[src/rtl/ahb_pkg.sv]
// Shared AHB types and helpers for the bus arbiter slice.
package ahb_pkg;

    localparam int BEATS_W = 4;

    typedef enum logic [1:0] {
        HT_IDLE   = 2'b00,
        HT_BUSY   = 2'b01,
        HT_NONSEQ = 2'b10,
        HT_SEQ    = 2'b11
    } htrans_t;

    typedef enum logic [2:0] {
        HB_SINGLE = 3'b000,
        HB_INCR   = 3'b001,
        HB_WRAP4  = 3'b010,
        HB_INCR4  = 3'b011,
        HB_WRAP8  = 3'b100,
        HB_INCR8  = 3'b101,
        HB_WRAP16 = 3'b110,
        HB_INCR16 = 3'b111
    } hburst_t;

    typedef enum logic [1:0] {
        ST_ARB    = 2'b00,
        ST_BURST  = 2'b01,
        ST_LOCKED = 2'b10
    } arb_state_t;

    // Number of beats in a burst; 0 marks the undefined-length INCR burst.
    function automatic logic [4:0] burst_len(input hburst_t burst);
        logic [4:0] len;
        case (burst)
            HB_SINGLE:           len = 5'd1;
            HB_INCR:             len = 5'd0;
            HB_WRAP4, HB_INCR4:  len = 5'd4;
            HB_WRAP8, HB_INCR8:  len = 5'd8;
            HB_WRAP16, HB_INCR16: len = 5'd16;
            default:             len = 5'd1;
        endcase
        return len;
    endfunction

endpackage

[src/rtl/ahb_rr_picker.sv]
// Combinational round-robin picker: first requester after rr_ptr wins,
// with rr_ptr itself considered last so a lone owner keeps the bus.
module ahb_rr_picker
    import ahb_pkg::*;
#(
    parameter int NUM_MASTERS = 4,
    parameter int IW          = $clog2(NUM_MASTERS)
) (
    input  logic [NUM_MASTERS-1:0] req,
    input  logic [IW-1:0]          rr_ptr,
    output logic [NUM_MASTERS-1:0] pick,
    output logic [IW-1:0]          pick_idx,
    output logic                   any_req
);

    localparam logic [NUM_MASTERS-1:0] ONE_HOT0 = {{(NUM_MASTERS-1){1'b0}}, 1'b1};

    logic [IW-1:0] scan_idx_s;
    logic          hit_s;
    logic          found_s;

    // Rotating priority scan starting one past the last granted master.
    always_comb begin
        scan_idx_s = '0;
        hit_s      = 1'b0;
        found_s    = 1'b0;
        pick_idx   = '0;
        for (int i = 1; i <= NUM_MASTERS; i++) begin
            scan_idx_s = IW'((int'(rr_ptr) + i) % NUM_MASTERS);
            hit_s      = !found_s && req[scan_idx_s];
            pick_idx   = hit_s ? scan_idx_s : pick_idx;
            found_s    = found_s | hit_s;
        end
        any_req = found_s;
        pick    = found_s ? (ONE_HOT0 << pick_idx) : '0;
    end

endmodule

[src/rtl/ahb_arbiter.sv]
// AHB bus arbiter: round-robin grant with default master, ownership held
// across fixed-length bursts and locked sequences, Hmaster trailing Hgrant_M
// by one Hready-qualified edge.
module ahb_arbiter
    import ahb_pkg::*;
#(
    parameter int NUM_MASTERS = 4,
    parameter int DEF_MASTER  = 0
) (
    input  logic                           Hclk,
    input  logic                           Hresetn,
    input  logic [NUM_MASTERS-1:0]         Hbusreq_M,
    input  logic [NUM_MASTERS-1:0]         Hlock_M,
    input  logic [1:0]                     Htrans,
    input  logic [2:0]                     Hburst,
    input  logic                           Hready,
    output logic [NUM_MASTERS-1:0]         Hgrant_M,
    output logic [$clog2(NUM_MASTERS)-1:0] Hmaster,
    output logic                           Hmastlock
);

    localparam int IW = $clog2(NUM_MASTERS);
    localparam logic [NUM_MASTERS-1:0] DEF_ONEHOT =
        {{(NUM_MASTERS-1){1'b0}}, 1'b1} << DEF_MASTER;
    localparam logic [IW-1:0] DEF_IDX = IW'(DEF_MASTER);

    arb_state_t             state_r,       state_s;
    logic [BEATS_W-1:0]     beats_r,       beats_s;
    logic [IW-1:0]          rr_ptr_r,      rr_ptr_s;
    logic [NUM_MASTERS-1:0] grant_r,       grant_s;
    logic                   unlock_pend_r, unlock_pend_s;
    logic [IW-1:0]          hmaster_r;
    logic                   hmastlock_r;

    htrans_t                trans_s;
    logic [4:0]             len_s;
    logic                   fixed_s;
    logic [BEATS_W-1:0]     len_m1_s;
    logic [BEATS_W-1:0]     beat_count_s;
    logic [IW-1:0]          grant_idx_s;
    logic                   lock_own_s;
    logic                   rearb_s;

    logic [NUM_MASTERS-1:0] pick_s;
    logic [IW-1:0]          pick_idx_s;
    logic                   any_req_s;

    ahb_rr_picker #(
        .NUM_MASTERS (NUM_MASTERS),
        .IW          (IW)
    ) u_picker (
        .req      (Hbusreq_M),
        .rr_ptr   (rr_ptr_r),
        .pick     (pick_s),
        .pick_idx (pick_idx_s),
        .any_req  (any_req_s)
    );

    // Decode the current transfer and the grant owner's index and lock request.
    always_comb begin
        trans_s     = htrans_t'(Htrans);
        len_s       = burst_len(hburst_t'(Hburst));
        fixed_s     = (len_s > 5'd1);
        len_m1_s    = len_s[BEATS_W-1:0] - 4'd1;
        grant_idx_s = '0;
        for (int i = 0; i < NUM_MASTERS; i++) begin
            grant_idx_s = grant_idx_s | ({IW{grant_r[i]}} & IW'(i));
        end
        lock_own_s = Hlock_M[grant_idx_s];
    end

    // Beat counter as it evolves on an accepted transfer, independent of state.
    always_comb begin
        beat_count_s = beats_r;
        case (trans_s)
            HT_NONSEQ: beat_count_s = fixed_s ? len_m1_s : 4'd0;
            HT_IDLE:   beat_count_s = 4'd0;
            HT_SEQ:    beat_count_s = (beats_r != 4'd0) ? (beats_r - 4'd1) : 4'd0;
            HT_BUSY:   beat_count_s = beats_r;
            default:   beat_count_s = beats_r;
        endcase
    end

    // Next-state, beat counter and grant decision; nothing moves while Hready=0.
    always_comb begin
        state_s       = state_r;
        beats_s       = beats_r;
        rr_ptr_s      = rr_ptr_r;
        grant_s       = grant_r;
        unlock_pend_s = unlock_pend_r;
        rearb_s       = 1'b0;
        if (Hready) begin
            case (state_r)
                ST_ARB: begin
                    if (lock_own_s) begin
                        state_s = ST_LOCKED;
                        beats_s = beat_count_s;
                    end else if (trans_s == HT_NONSEQ && fixed_s) begin
                        state_s = ST_BURST;
                        beats_s = len_m1_s;
                    end else begin
                        beats_s = 4'd0;
                        rearb_s = 1'b1;
                    end
                end
                ST_BURST: begin
                    if (lock_own_s) begin
                        state_s = ST_LOCKED;
                        beats_s = beat_count_s;
                    end else if (trans_s == HT_IDLE || trans_s == HT_NONSEQ) begin
                        // early termination hands the bus back
                        state_s = ST_ARB;
                        beats_s = 4'd0;
                        rearb_s = 1'b1;
                    end else if (trans_s == HT_SEQ && beats_r <= 4'd1) begin
                        state_s = ST_ARB;
                        beats_s = 4'd0;
                        rearb_s = 1'b1;
                    end else begin
                        beats_s = beat_count_s;
                    end
                end
                ST_LOCKED: begin
                    beats_s = beat_count_s;
                    if (lock_own_s) begin
                        unlock_pend_s = 1'b0;
                    end else if (!unlock_pend_r) begin
                        // lock dropped: grant one more accepted transfer
                        unlock_pend_s = 1'b1;
                    end else begin
                        unlock_pend_s = 1'b0;
                        if (beat_count_s != 4'd0) begin
                            state_s = ST_BURST;
                        end else begin
                            state_s = ST_ARB;
                            rearb_s = 1'b1;
                        end
                    end
                end
                default: begin
                    state_s       = ST_ARB;
                    beats_s       = 4'd0;
                    unlock_pend_s = 1'b0;
                end
            endcase
            if (rearb_s) begin
                if (any_req_s) begin
                    grant_s  = pick_s;
                    rr_ptr_s = pick_idx_s;
                end else begin
                    grant_s  = DEF_ONEHOT;
                end
            end else begin
                grant_s = grant_r;
            end
        end else begin
            state_s = state_r;
        end
    end

    // Arbiter state, counter, pointer and grant registers.
    always_ff @(posedge Hclk or negedge Hresetn) begin
        if (!Hresetn) begin
            state_r       <= ST_ARB;
            beats_r       <= 4'd0;
            rr_ptr_r      <= DEF_IDX;
            grant_r       <= DEF_ONEHOT;
            unlock_pend_r <= 1'b0;
        end else begin
            state_r       <= state_s;
            beats_r       <= beats_s;
            rr_ptr_r      <= rr_ptr_s;
            grant_r       <= grant_s;
            unlock_pend_r <= unlock_pend_s;
        end
    end

    // Address-phase owner follows the grant on each Hready-qualified edge.
    always_ff @(posedge Hclk or negedge Hresetn) begin
        if (!Hresetn) begin
            hmaster_r   <= DEF_IDX;
            hmastlock_r <= 1'b0;
        end else if (Hready) begin
            hmaster_r   <= grant_idx_s;
            hmastlock_r <= lock_own_s;
        end else begin
            hmaster_r   <= hmaster_r;
            hmastlock_r <= hmastlock_r;
        end
    end

    assign Hgrant_M  = grant_r;
    assign Hmaster   = hmaster_r;
    assign Hmastlock = hmastlock_r;

endmodule
[config.mk]
export PLATFORM = sky130hd
export DESIGN_NAME = ahb_arbiter
export DESIGN_NICKNAME = d
export VERILOG_FILES = /design/src/rtl/ahb_pkg.sv /design/src/rtl/ahb_rr_picker.sv /design/src/rtl/ahb_arbiter.sv
export SDC_FILE = /design/constraint.sdc
export NUM_CORES = 1
export LEC_CHECK = 0
export ABC_AREA = 1
export ABC_CLOCK_PERIOD_IN_PS = 1900
export BUFFER_PORTS_ARGS = -buffer_cell sky130_fd_sc_hd__buf_2
export CAP_MARGIN = 5
export CORE_MARGIN = 2
export CORE_UTILIZATION = 56
export DETAILED_ROUTE_END_ITERATION = 10
export PLACE_DENSITY = 0.88
export SYNTH_ARGS = -nofsm -noshare
export SYNTH_HDL_FRONTEND = slang
export SYNTH_SLANG_ARGS = --single-unit
[constraint.sdc]
create_clock -name Hclk -period 1.9 [get_ports Hclk]
set_input_delay 0.285 -clock Hclk [delete_from_list [all_inputs] [get_ports Hclk]]
set_output_delay 0.285 -clock Hclk [all_outputs]
set_load 0.01 [all_outputs]
==> run_results.csv, run 1 <==
group,metric,value,unit
outcome,status,"finished, final reports clean",
cts,cts_buffer_depth,2,
final_layout,syn2layout_area_growth,16.5,%
routing,routed_wl,3100,um
routing,drtIter0Drc,57,
die,std_cell_rows,18,
routing,drc,0,
grt,overflow,0,
die,die_area,0.00297,mm^2
logic_synthesis,yosysTopAreaCellShare,26.3,%
logic_synthesis,avgSynthCellArea,5.97,um^2
routing,routedWlPerCell,10.4,um
die,die_h,54.5,um
setup_path,end_kind,"flip-flop",
timing,period_minus_slack,1.72,ns
timing,final-setup-viol-count,0,
die,start_util,58.2,%
timing,hold_ws,0.273,ns
final_layout,layout_common_cells,"nand2_1 (92), inv_1 (29), buf_2 (22)",
cts,cts_root_buf,"clkbuf_4",
placed_design,dp_cells,294,
routing,via_per_inst,5.06,
grt,grt_max_degree,17,
timing,rsz0062_at_grt,"no",
min_path,hold_class,"in -> reg",
die,die_w,54.5,um
logic_synthesis,yosys_warnings,0,
logic_synthesis,synth-seq-cells,16,
final_layout,num-nets-final,287,
placed_design,dpl_cell_area,0.00160,mm^2
logic_synthesis,ys_seq_area_share,28.1,%
logic_synthesis,syn_inst,239,
cts,cts_inserted_buffers,3,
logic_synthesis,synth.area.top_cells,"dfrtp_1 (26%), nand2_1 (24%), inv_1 (7.6%)",
pwr,cellLeakagePower,0.930,nW
grt,track_usage,24.1,%
timing,slew_violations,0,
logic_synthesis,synth.net_count,256,
placed_design,hpwlAfterDp,2490,um
logic_synthesis,yosysTopAreaCell,"dfrtp_1",
cts,htreeDepth,1,
timing,fmax,581,MHz
timing,fin_crit_sh,90.5,%
placed_design,io_buffers,22,
die,io_pins,23,
grt,grt_pass1_wl,5280,um
cts,cts.clk_slew.worst_paths,0.09,ns
setup_path,cp-start-kind,"flip-flop",
cts,insertion_delay,0.29,ns
cts,cts_tree,"yes",
final_layout,design_area,0.00166,mm^2
pwr,irDropWorstVdd,1.11,mV
final_layout,diodes,0,
grt,grt_pass1_vias,1269,
timing,finalClockSkew,0.00487,ns
pwr,powerDensity,1470,mW/mm^2
timing,max_slew_margin,69.2,%
cts,post_cts.repair.setup_buffers,0,
timing,worst_pin_slew,0.461,ns
routing,first_pass_iters,4,
logic_synthesis,netlist_area,0.00143,mm^2
job,drv_cap,0,
final_layout,drive_gt1_share,21.6,%
final_layout,final_util,67.7,%
routing,ant_nets,0,
final_layout,final_cells,299,
logic_synthesis,synth.distinct_cells,29,
placed_design,place_congestion,0.846,
final_layout,final_common_cell,"nand2_1",
cts,cts_sinks,16,
setup_path,critPathArrivalTime,1.91,ns
setup_path,crit_type,"reg -> reg",
routing,num_vias,1513,
placed_design,place_ws,-0.150,ns
setup_path,worst-endpoint-required,2.09,ns
setup_path,cp_max_fo,6,
timing,hold_viol,0,
timing,fin_ws,0.180,ns
die,core,0.00245,mm^2
grt,antenna_found_initial,0,
report_power, final:
part / total [mW] / internal, mW / switching [mW] / leakage (nW)
Clock: 0.226 / 0.117 / 0.109 / 0.0210
Combinational: 1.58 / 0.554 / 1.02 / 0.705
Sequential: 0.646 / 0.488 / 0.158 / 0.204
Total: 2.45 / 1.16 / 1.29 / 0.930
timing repair:
action | 4_1_cts | 5_1_grt
endpoints found under the setup margin | 0 | 6
gates resized for setup | 0 | 4
hold endpoints to repair | 15 | 0
hold buffers | 1 | 0
path summary, 6_finish.rpt:
check,startpoint,end,slack (ns),cells after the start
max,Hgrant_M[3],Hgrant_M[3],0.18,10
min,Hready,beats_r[3],0.27,3
max reg2reg,Hgrant_M[3],Hgrant_M[3],0.18,10
min reg2reg,Hgrant_M[0],Hgrant_M[0],0.48,2
max in group asynchronous,Hresetn,Hgrant_M[0],1.17,2
min in group asynchronous,Hresetn,beats_r[2],0.42,2
layout make-up:
class | instances | area [um^2]
sequential | 16 | 402
fill | 234 | 792
tap | 30 | 37.5
clock buffer | 4 | 36.3
timing repair buffer | 28 | 158
inverter | 35 | 131
multi-input combinational | 186 | 898
registers in the layout, indices dropped and copies added, names as in the netlist:
| signal | flops |
|---|---|
| Hmastlock | 1 |
| Hmaster | 2 |
| beats_r | 4 |
| unlock_pend_r | 1 |
| Hgrant_M | 4 |
| rr_ptr_r | 2 |
| state_r | 2 |
synthesized netlist by cell type:
library cell	count
nand2_1	92
inv_1	29
nor2_1	22
nand3_1	21
dfrtp_1	15
o21ai_0	14
a21oi_1	5
inv_2	5
nand2_2	5
nand2_4	4
o21ai_1	4
nor2_2	3
nand3_2	2
o211ai_1	2
or2_2	2
a21boi_1	1
a21oi_4	1
a31oi_1	1
buf_4	1
clkbuf_1	1
clkinv_1	1
dfstp_2	1
ha_1	1
nand4_1	1
nor2_4	1
o21ai_2	1
o21bai_1	1
o31ai_1	1
xor2_1	1
metrics by stage:
| step | TNS, ns | total power, mW |
|---|---|---|
| 6_report | 0 | 2.45 |
| 5_1_grt | 0 | 2.75 |
| 4_1_cts | 0 | 2.42 |
| 3_5_place_dp | -0.796 | 2.19 |
| 3_3_place_gp | -0.510 | 2.15 |
| 2_1_floorplan | 0 | 1.85 |
cell families (layout without fill, tap and decap cells):
kind of cell / after synthesis / count (layout) / synth area share [%]
flip-flops: 16 / 16 / 28.1
adder cells (fa/ha/maj): 1 / 1 / 0.876
AO/OA/AOI/OAI: 31 / 31 / 12.9
XOR/XNOR: 1 / 1 / 0.614
AND/OR/NAND/NOR: 153 / 153 / 47.5
buffers and inverters: 37 / 67 / 9.99
worst max-delay path, cell delays in order, from the launching register on:
cell      delay, ns
dfrtp_1        0.44
nor2_2         0.18
nand2_1        0.08
o211ai_1       0.10
nand2_1        0.19
nor2_1         0.17
nand3_2        0.15
nand2_4        0.10
nand2_1        0.10
nand2_1        0.07
nand2_1        0.05
routing by layer:
metal / routed length [um] / track usage [%]
met2: 1410 / 40.4
met4: 14 / 4.17
met3: 197 / 4.10
met5: 0 / 0
met1: 1470 / 32.8
No activity file was read; power rests on OpenSTA's default activity.
==> run 2, diff against run 1 <==
--- a/config.mk
+++ b/config.mk
@@ -11,6 +11,7 @@
 export CAP_MARGIN = 5
 export CORE_MARGIN = 2
 export CORE_UTILIZATION = 56
+export CTS_BUF_LIST = sky130_fd_sc_hd__clkbuf_8 sky130_fd_sc_hd__clkbuf_16
 export DETAILED_ROUTE_END_ITERATION = 10
 export PLACE_DENSITY = 0.88
 export SYNTH_ARGS = -nofsm -noshare
==> run_results.csv, run 2 (synthesis gave the netlist of run 1 again) <==
group,metric,value,unit
timing,max_slew_margin,69.1,%
routing,via_per_inst,5.07,
cts,cts_buffer_depth,2,
routing,drtIter0Drc,61,
cts,htreeDepth,1,
cts,cts_inserted_buffers,3,
grt,antenna_found_initial,0,
routing,first_pass_iters,4,
timing,worst_pin_slew,0.462,ns
pwr,cellLeakagePower,0.950,nW
job,drv_cap,0,
pwr,pwr-share-clk,11.7,%
timing,slew_violations,0,
placed_design,hpwlAfterDp,2490,um
final_layout,diodes,0,
die,std_cell_rows,18,
routing,routed_wl,3190,um
timing,fin_crit_sh,93.5,%
timing,period_minus_slack,1.78,ns
pwr,internal_power,1.24,mW
cts,cts_sinks,16,
grt,overflow,0,
routing,num_vias,1520,
setup_path,end_kind,"flip-flop",
die,die_h,54.5,um
pwr,fin_total_pwr,2.57,mW
grt,grt_max_degree,17,
setup_path,worst-endpoint-required,2.04,ns
setup_path,critPathArrivalTime,1.92,ns
timing,fmax,563,MHz
final_layout,drive_gt1_share,22.6,%
timing,hold_ws,0.324,ns
routing,ant_nets,0,
die,die_w,54.5,um
final_layout,num-nets-final,288,
timing,hold_viol,0,
die,io_pins,23,
grt,grt_use_met2,40.0,%
min_path,hold_class,"in -> reg",
grt,grt_pass1_vias,1269,
pwr,powerDensity,1510,mW/mm^2
placed_design,place_ws,-0.150,ns
final_layout,layout_common_cells,"nand2_1 (91), inv_1 (29), buf_2 (22)",
pwr,pwr-share-seq,25.0,%
pwr,swShare,51.6,%
grt,busiest_layer,"met2",
timing,finalClockSkew,0.00335,ns
grt,track_usage,24.1,%
routing,drc,0,
final_layout,final_util,69.4,%
placed_design,place_congestion,0.846,
die,core,0.00245,mm^2
timing,final-setup-viol-count,0,
cts,insertion_delay,0.25,ns
placed_design,dp_cells,294,
die,die_area,0.00297,mm^2
outcome,status,"finished, final reports clean",
setup_path,crit_type,"reg -> reg",
cts,cts_root_buf,"clkbuf_8",
timing,fin_ws,0.124,ns
pwr,power.switching,1.33,mW
die,start_util,58.2,%
cts,cts_tree,"yes",
final_layout,final_cells,300,
setup_path,cp_max_fo,7,
grt,grt_pass1_wl,5250,um
cts,cts.clk_slew.worst_paths,0.06,ns
setup_path,cp-start-kind,"flip-flop",
pwr,comb_power_share,63.3,%
placed_design,io_buffers,22,
grt,grt_use_met3,5.19,%
grt,grt_use_met1,32.5,%
final_layout,final_common_cell,"nand2_1",
routing,routedWlPerCell,10.6,um
pwr,irDropWorstVdd,1.01,mV
final_layout,syn2layout_area_growth,19.4,%
-- run 2: changes by cell type in the layout (fill, tap and decap cells not counted) --
cell,change
nand3_4,+1
nand2_2,+1
nand3_1,-1
clkbuf_4,-3
clkbuf_8,+3
buf_4,+1
nand2_1,-1
-- run 2: worst paths after layout --
kind | from | to | slack (ns) | cells after the start
setup / recovery | Hgrant_M[3] | rr_ptr_r[0] | 0.12 | 11
max in group asynchronous | Hresetn | Hgrant_M[0] | 1.12 | 2
setup reg to reg | Hgrant_M[3] | rr_ptr_r[0] | 0.12 | 11
min in group asynchronous | Hresetn | rr_ptr_r[1] | 0.47 | 2
hold reg to reg | Hgrant_M[0] | Hgrant_M[0] | 0.47 | 2
hold / removal | Hready | beats_r[3] | 0.32 | 3
-- run 2: per-stage QoR --
| step | instance area, um^2 | setup TNS [ns] |
|---|---|---|
| floorplan | 1430 | 0 |
| global placement | 1600 | -0.510 |
| detailed placement | 1600 | -0.796 |
| CTS | 1670 | 0 |
| global route | 1700 | -0.00944 |
| finish | 1700 | 0 |
-- run 2: final cells by class --
class	instances	area [um^2]
well taps	30	37.5
fillers	225	751
flip-flops and latches	16	402
repair buffers	29	165
clock buffers	4	55.1
inverters	35	131
multi-input cells	186	913
-- run 2: worst max-delay path, cell delays in order (launching register included) --
cell     delay [ns]
dfrtp_1        0.43
nor2_1         0.23
inv_1          0.09
nand3_1        0.10
nand2_2        0.12
nand3_1        0.12
nand2_1        0.07
inv_1          0.16
nand2_4        0.09
buf_4          0.14
nand3_1        0.06
nand2_1        0.06
-- run 2: power groups by stage --
stage / logic (mW) / registers (mW) / clock network, mW
2_1_floorplan: 1.21 / 0.637 / 0
3_3_place_gp: 1.51 / 0.641 / 0
3_5_place_dp: 1.54 / 0.644 / 0
4_1_cts: 1.56 / 0.638 / 0.307
5_1_grt: 1.88 / 0.664 / 0.328
6_report: 1.63 / 0.643 / 0.300
-- run 2: layer usage --
metal  wire length [um]  up-vias
met5                  0        -
met4                  0        0
met3                224        0
met2               1450       52
met1               1520      656
li1                   -      812
-- run 2: repair_timing --
action,in CTS,in global routing
hold buffers,1,0
setup endpoints to repair,0,6
gates resized for setup,0,7
setup buffers,0,1
hold endpoints to repair,15,0
==> run 3, diff against run 2 <==
--- a/config.mk
+++ b/config.mk
@@ -14,6 +14,7 @@
 export CTS_BUF_LIST = sky130_fd_sc_hd__clkbuf_8 sky130_fd_sc_hd__clkbuf_16
 export DETAILED_ROUTE_END_ITERATION = 10
 export PLACE_DENSITY = 0.88
+export REMOVE_ABC_BUFFERS = 1
 export SYNTH_ARGS = -nofsm -noshare
 export SYNTH_HDL_FRONTEND = slang
 export SYNTH_SLANG_ARGS = --single-unit
==> run_results.csv, run 3 (synthesis gave the netlist of run 1 again) <==
group,metric,value,unit
outcome,status,"finished, final reports clean",
pwr,pwr-share-seq,25.4,%
timing,slew_violations,0,
cts,cts_buffer_depth,2,
pwr,cellLeakagePower,0.949,nW
setup_path,slowest_stage,"dfrtp_1",
grt,track_usage,23.6,%
pwr,internal_power,1.24,mW
job,drv_cap,0,
die,die_area,0.00297,mm^2
timing,fmax,571,MHz
setup_path,crit_type,"reg -> reg",
cts,cts_inserted_buffers,3,
timing,finalClockSkew,0.00159,ns
min_path,hold_class,"in -> reg",
final_layout,syn2layout_area_growth,19.2,%
routing,first_pass_iters,4,
timing,hold_viol,0,
die,start_util,58.2,%
placed_design,io_buffers,22,
final_layout,final_cells,300,
timing,final-setup-viol-count,0,
min_path,whs_path_depth,3,
setup_path,cp_max_fo,6,
timing,fin_crit_sh,92.2,%
pwr,power.switching,1.32,mW
final_layout,regArea,402,um^2
final_layout,multi_input_area,911,um^2
setup_path,critical_path.max_stage_delay,0.43,ns
placed_design,dpl_cell_area,0.00160,mm^2
die,std_cell_rows,18,
grt,antenna_found_initial,0,
grt,grt_pass1_wl,5090,um
placed_design,hpwlAfterDp,2460,um
setup_path,rr_worst_depth,10,
cts,cts.clk_slew.worst_paths,0.06,ns
routing,num_vias,1530,
die,die_h,54.5,um
setup_path,cp_common_cell,"nand2_1",
final_layout,fill_cells,218,
grt,overflow,0,
setup_path,path_cells,"nor2_2, nand2_1, o211ai_1, nand2_1, nor2_1, nand3_4, nand2_2, nand2_2, nand2_1, nand2_1",
cts,insertion_delay,0.25,ns
setup_path,worst-endpoint-required,2.04,ns
placed_design,dp_cells,294,
routing,routed_wl,3130,um
setup_path,r2r_start,"Hgrant_M[3]",
setup_path,path_buf_inv,0,
cts,cts_tree,"yes",
pwr,powerDensity,1500,mW/mm^2
pwr,swShare,51.5,%
setup_path,cp_top_family,"simple AND/OR/NAND/NOR gates",
timing,period_minus_slack,1.75,ns
routing,drtIter0Drc,61,
grt,grt_max_degree,17,
min_path,hold_start,"Hready",
routing,via_per_inst,5.10,
die,io_pins,23,
setup_path,end_kind,"flip-flop",
final_layout,layout_common_cells,"nand2_1 (91), inv_1 (29), buf_2 (22)",
placed_design,place_congestion,0.885,
pwr,pwr-share-clk,11.7,%
setup_path,critPathArrivalTime,1.89,ns
cts,cts_root_buf,"clkbuf_8",
setup_path,crit_path_start,"Hgrant_M[3]",
timing,rsz0062_at_grt,"no",
die,core,0.00245,mm^2
setup_path,cp.depth,10,
routing,ant_nets,0,
final_layout,final_common_cell,"nand2_1",
final_layout,drive_gt1_share,23.0,%
final_layout,diodes,0,
pwr,comb_power_share,62.9,%
routing,drc,0,
timing,max_slew_margin,68.8,%
timing,worst_pin_slew,0.468,ns
pwr,irDropWorstVdd,1.01,mV
final_layout,design_area,0.00170,mm^2
grt,grt_pass1_vias,1223,
routing,routedWlPerCell,10.4,um
die,die_w,54.5,um
final_layout,num-nets-final,288,
cts,cts_sinks,16,
cts,htreeDepth,1,
setup_path,cp-start-kind,"flip-flop",
==> run 3: tightest hold or removal path, cell delays in order <==
cell     delay [ns]
buf_2          0.14
nand2_1        0.07
nand2_1        0.05
==> run 3: through the flow <==
step                      setup WS (ns)  hold WS [ns]  TNS, ns  power [mW]  utilization (%)
after floorplan                  0.0882       -0.0106        0        1.83                -
after global placement           -0.103         0.214   -0.508        2.15             65.2
after detailed placement         -0.174         0.219   -0.853        2.19             65.2
after CTS                        0.0574         0.330        0        2.50             67.9
after global routing            0.00483         0.354        0        2.84             69.3
final                             0.149         0.339        0        2.55             69.3
==> run 3: worst paths after layout <==
check,endpoint,slack (ns)
worst max-delay path,Hgrant_M[1],0.15
worst min-delay path,beats_r[3],0.34
worst max register to register,Hgrant_M[1],0.15
worst min register to register,Hgrant_M[0],0.48
max in group asynchronous,Hgrant_M[0],1.13
min in group asynchronous,Hmaster[0],0.47
==> run 3: cell type report <==
class	count	area share (%)
inverters	35	7.72
repair buffers	29	9.71
multi-input cells	186	53.5
clock buffers	4	3.24
flip-flops and latches	16	23.6
well taps	30	2.21
==> run 3: what timing repair did <==
item / CTS / global route
setup endpoints to repair: 0 / 6
setup buffers: 0 / 1
hold endpoints to repair: 15 / 0
hold buffers: 1 / 0
resized for setup: 0 / 7
==> run 3: power by group through the flow <==
stage | Sequential, mW | Clock (mW) | Combinational, mW
finish | 0.649 | 0.298 | 1.61
global route | 0.675 | 0.328 | 1.83
CTS | 0.645 | 0.304 | 1.55
detailed placement | 0.648 | 0 | 1.54
global placement | 0.643 | 0 | 1.50
floorplan | 0.652 | 0 | 1.18
==> run 3: per-layer routing <==
metal / vias to the layer above / wire, um / global-route usage [%]
met1: 672 / 1450 / 31.6
met2: 50 / 1460 / 39.6
met4: 0 / 0 / 2.92
li1: 808 / - / -
met5: - / 0 / 0
met3: 0 / 222 / 5.74
